**config.mk**
```make
export PLATFORM = sky130hd
export DESIGN_NAME = modulo_contador_regressivo
export DESIGN_NICKNAME = d
export VERILOG_FILES = /design/src/rtl/modulo_contador_regressivo.sv
export SDC_FILE = /design/constraint.sdc
export NUM_CORES = 1
export LEC_CHECK = 0
export CORE_UTILIZATION = 48
export CTS_BUF_LIST = sky130_fd_sc_hd__clkbuf_4
export DETAILED_ROUTE_END_ITERATION = 7
export PLACE_DENSITY = 0.79
export SLEW_MARGIN = 20
export SYNTH_ARGS = -nofsm -noshare
export SYNTH_HDL_FRONTEND = slang
export SYNTH_SLANG_ARGS = --single-unit
export TNS_END_PERCENT = 10
```
**constraint.sdc**
```tcl
create_clock -name clock -period 2.1 [get_ports clock]
set_clock_uncertainty 0.2 [all_clocks]
set_input_delay 0.42 -clock clock [delete_from_list [all_inputs] [get_ports clock]]
set_output_delay 0.42 -clock clock [all_outputs]
set_load 0.05 [all_outputs]
```
**src/rtl/modulo_contador_regressivo.sv**
```systemverilog
// modulo_contador_regressivo: two-digit BCD countdown timer with load/start/pause and a one-cycle done pulse
// Ports: clock (falling-edge), clear (async active-low), load/load_value (clamped BCD preset),
//        start, pause, tick (count strobe); count_bcd, zero, busy, done (one-cycle pulse at 00)
module modulo_contador_regressivo #(
    parameter logic [7:0] INIT_VALUE = 8'h30
) (
    input  logic       clock,
    input  logic       clear,
    input  logic       load,
    input  logic [7:0] load_value,
    input  logic       start,
    input  logic       pause,
    input  logic       tick,
    output logic [7:0] count_bcd,
    output logic       zero,
    output logic       busy,
    output logic       done
);
    typedef enum logic [1:0] {IDLE, RUNNING, PAUSED, DONE} state_t;
    state_t     state;
    logic [7:0] reload;
    logic [7:0] clamped;
    logic [7:0] decremented;
    logic       go;
    assign clamped     = {(load_value[7:4] > 4'd9) ? 4'd9 : load_value[7:4],
                          (load_value[3:0] > 4'd9) ? 4'd9 : load_value[3:0]};
    // units borrow from tens; never used at 00 since the decrement is gated on nonzero
    assign decremented = (count_bcd[3:0] == 4'd0) ? {count_bcd[7:4] - 4'd1, 4'd9} : count_bcd - 8'd1;
    // pause outranks start in every state
    assign go          = start && !pause;
    assign zero        = (count_bcd == 8'h00);
    assign busy        = (state == RUNNING) || (state == PAUSED);
    always_ff @(negedge clock or negedge clear) begin
        if (!clear) begin
            state     <= IDLE;
            count_bcd <= INIT_VALUE;
            reload    <= INIT_VALUE;
            done      <= 1'b0;
        end else begin
            done <= 1'b0;
            if (load) begin
                count_bcd <= clamped;
                reload    <= clamped;
                state     <= IDLE;
            end else begin
                case (state)
                    IDLE: if (go) begin
                        state <= zero ? DONE : RUNNING;
                        done  <= zero;
                    end
                    RUNNING: if (pause) begin
                        state <= PAUSED;
                    end else if (tick && !zero) begin
                        count_bcd <= decremented;
                        if (count_bcd == 8'h01) begin
                            state <= DONE;
                            done  <= 1'b1;
                        end
                    end
                    PAUSED: if (go) state <= RUNNING;
                    DONE: if (go) begin
                        count_bcd <= reload;
                        state     <= RUNNING;
                    end
                endcase
            end
        end
    end
endmodule
```
Word level (Yosys, flattened, before mapping)
Cells that the tools add are included.
{"block": "classes", "n_addsub": 2, "multipliers": 0, "div_mod_pow": 0, "order_cmp": 2, "eq_ne": 11, "shift": 0, "n_mux": 22, "bitwise": 0, "n_reduce_logical": 12}
{"operator": "8-bit two-way mux", "count": 5}
{"operator": "8-bit one-hot mux with 2 select lines", "count": 1}
{"operator": "2-bit two-way mux", "count": 7}
{"operator": "3-bit inequality test (second input constant)", "count": 3}
{"operator": "8-bit by 1-bit == test with 1-bit output (second input constant)", "count": 1}
{"operator": "4-bit greater-than comparator (second input constant)", "count": 2}
{"operator": "8-bit zero test", "count": 1}
{"operator": "4-bit two-way mux", "count": 2}
{"operator": "4-bit by 3-bit inequality test with 1-bit output (second input constant)", "count": 2}
{"operator": "4-bit AND reduction", "count": 2}
{"operator": "8-bit by 1-bit subtractor with 8-bit output (second input constant)", "count": 1}
{"operator": "2-bit one-hot mux with 3 select lines", "count": 1}
{"operator": "1-bit two-way mux", "count": 5}
{"operator": "2-bit == test (second input constant)", "count": 2}
{"operator": "4-bit zero test", "count": 1}
{"operator": "4-bit by 1-bit subtractor with 4-bit output (second input constant)", "count": 1}
{"operator": "3-bit by 1-bit inequality test with 1-bit output (second input constant)", "count": 1}
{"operator": "3-bit by 2-bit inequality test with 1-bit output (second input constant)", "count": 1}
{"operator": "3-bit nonzero test", "count": 1}
{"operator": "2-bit by 1-bit == test with 1-bit output (second input constant)", "count": 1}
{"operator": "1-bit logical AND", "count": 2}
{"operator": "1-bit zero test", "count": 2}
{"operator": "2-bit zero test", "count": 1}
{"operator": "1-bit one-hot mux with 2 select lines", "count": 1}
{"operator": "2 further kinds", "count": 2}
{"block": "word_totals", "regBits": 19, "latch_bits": 0, "ram_bits": 0, "mem_bits_ro": 0, "in_bits": 14, "output_inout_bits": 11, "mem_count": 0}

Longest topological paths before layout
{"block": "depth", "depth_word": 7, "depth_mapped": 7}

==> flow_summary.json <==
{
  "placed_cell_area_um2": 1960,
  "synthMuxAreaShare_pct": 3.28,
  "startpoint_type": "flop",
  "antenna_cells": 0,
  "grt_pass1_vias": 1462,
  "worstPathRequired_ps": 1480,
  "post_synth_instance_area_um2": 1260,
  "postLayoutCoreUtil_pct": 87.3,
  "syn-num-nets": 161,
  "whs_ps": 260,
  "setup_tns_ps": -9920,
  "start_util_pct": 50.8,
  "rows": 18,
  "hold_path.class": "reg -> reg",
  "synth_edf_count": 0,
  "dp_hpwl_mm": 2.99,
  "leakagePower_nw": 0.950,
  "viasPerCell": 6.20,
  "violations": "setup timing",
  "core_area_um2": 2480,
  "drt-initial-drc-count": 77,
  "seqPwrFrac_pct": 20.9,
  "synth_fa_ha_area_share_pct": 6.97,
  "area_growth_syn_to_layout_pct": 72.0,
  "p_int_mw": 1.47,
  "sw_frac_of_total_pct": 44.7,
  "root_buffer": "clkbuf_4",
  "met1_usage_pct": 39.6,
  "layout.nets": 226,
  "overflow": 0,
  "fp.dieH_um": 53.2,
  "clockBufferDepth": 2,
  "met3_usage_pct": 4.89,
  "clkLatencyLatePin_ps": 380,
  "grt_pass1_wl_mm": 6.86,
  "nFillCells": 115,
  "multi_input_area_um2": 832,
  "synth_compound_area_share_pct": 25.1,
  "cts-htree-levels": 1,
  "synthSimpleGateAreaFrac_pct": 20.7,
  "yosysUniqueCellTypes": 42,
  "power_frac_clock_pct": 8.9,
  "slew_viol_final": 0,
  "vias": 1451,
  "antenna_found_initial": 0,
  "yosysSeqAreaShare_pct": 38.2,
  "clkTransAtPathRegs_ps": 90,
  "met2_usage_pct": 59.3,
  "ff_latch_area_um2": 480,
  "synthXorXnorAreaFrac_pct": 0,
  "yosysWarnings": 0,
  "grt_usage_pct": 34.3,
  "cp.arrival_ps": 2660,
  "synth_cells": 140,
  "critical_path_class": "reg -> out",
  "vdd_drop_max_mv": 1.28,
  "layout.cells.non_filler": 234,
  "ys_ff_latch": 19,
  "synth.avg_cell_area_um2": 8.98,
  "total_power_mw": 2.65,
  "grt-busiest-layer": "met2",
  "outcome": "finished with violations",
  "drv_cap": 0,
  "rsz0062_at_grt": "true",
  "die_area_um2": 2830,
  "switchingPower_mw": 1.18,
  "synth_top_family_by_area": "compound AO/OA/AOI/OAI gates",
  "first_pass_iters": 4,
  "grt_max_degree": 14,
  "clock-sinks": 19,
  "end_kind": "primary output",
  "fp.dieW_um": 53.2,
  "powerDensity_nw_per_um2": 1230,
  "ant_nets": 0,
  "routed_wirelength_mm": 4.49,
  "ioPinCount": 25,
  "drive_gt1_share_pct": 45.6,
  "routedWlPerCell_um": 19.2,
  "cts_tree": "yes",
  "pre_cts_ws_ps": -1100,
  "final.setup.worst_slack_ps": -1180,
  "finalInstanceArea_um2": 2160,
  "final_cell_mix": "buf_4 (25), dfrtn_1 (15), buf_6 (14), buf_12 (14), inv_1 (11)",
  "numCtsBuffers": 3,
  "placedCellCount": 223,
  "worst_slew_pin_slew_ps": 422,
  "ctsHoldBuffers": 0,
  "setup-violations-final": 23,
  "synth-main-ff-cell": "dfrtn_1",
  "critPathMaxFanout": 2,
  "async_flop_share_pct": 100,
  "power_frac_comb_pct": 70.2,
  "relSlewSlack_pct": 71.5,
  "io_buffers": 24,
  "drcViolationCount": 0,
  "gp_congestion": 0.912,
  "hold_violations": 0,
  "mostFrequentLayoutCell": "buf_4"
}
-- metal layers --
layer / part of all wire, % / up-vias
met5: 0 / -
met4: 4.9 / 0
met2: 51 / 90
li1: - / 648
met3: 6.6 / 26
met1: 37 / 687
-- logic make-up (layout without fill, tap and decap cells) --
group / Yosys count / count (layout)
simple gates: 48 / 48
mux: 4 / 4
buf+inv: 19 / 83
compound gates: 43 / 43
flops: 19 / 19
fa+ha+maj: 7 / 7
-- flip-flops by register name, summed over array words and instances (netlist names) --
signal,count
reload,8
state,2
count_bcd,8
done,1
-- Yosys cell counts (2+ instances only) --
library cell	instances	area [um^2]
a21oi_1	4	20.0
clkbuf_1	5	18.8
nand2_1	11	41.3
a221oi_1	2	17.5
o22a_1	2	17.5
a22o_1	2	17.5
dfrtn_1	15	375
nor2b_1	7	43.8
dfstp_2	4	105
nor4_1	2	12.5
ha_1	7	87.6
nor2_1	5	18.8
nand3_1	4	20.0
inv_1	13	48.8
o2bb2ai_1	3	26.3
o41ai_1	4	35.0
nor3_1	9	45.0
o21a_1	2	15.0
o31ai_1	3	22.5
o21ai_0	11	55.1
or4_4	2	22.5
mux2i_1	3	30.0
-- power by group through the flow --
stage | combinational (mW) | clock [mW] | sequential, mW
3_5_place_dp | 1.65 | 0.0148 | 0.545
2_1_floorplan | 0.588 | 0.0148 | 0.815
5_1_grt | 1.94 | 0.255 | 0.564
6_report | 1.86 | 0.235 | 0.555
4_1_cts | 1.78 | 0.226 | 0.551
3_3_place_gp | 1.61 | 0.0148 | 0.536
-- final cells by class --
cell class / instances / area share [%]
repair buffers: 63 / 33.5
inverters: 12 / 2.20
clock inverters: 5 / 0.868
clock buffers: 3 / 1.04
well taps: 30 / 1.74
flip-flops and latches: 19 / 22.2
multi-input cells: 102 / 38.5
-- worst paths after layout --
| check | startpoint | end | slack (ps) | depth (start not counted) |
|---|---|---|---|---|
| max in group asynchronous | clear | state[0] | 280 | 3 |
| setup / recovery | count_bcd[4] | zero | -1180 | 5 |
| hold reg to reg | reload[3] | reload[3] | 260 | 2 |
| setup reg to reg | count_bcd[4] | count_bcd[1] | -300 | 6 |
| min in group asynchronous | clear | count_bcd[2] | 1270 | 3 |
| hold / removal | reload[3] | reload[3] | 260 | 2 |
-- what timing repair did --
action | in CTS | in global routing
resized for setup | 59 | 8
pin swaps | 13 | 3
setup buffers | 2 | 2
endpoints found under the setup margin | 30 | 25
-- critical path, stage by stage (launching register included) --
cell and delay, ps:
dfstp_2 370, inv_2 80, ha_4 130, or3b_4 390
nor2_4 120, buf_12 140
Note: power is estimated with default switching activity, not from simulation.
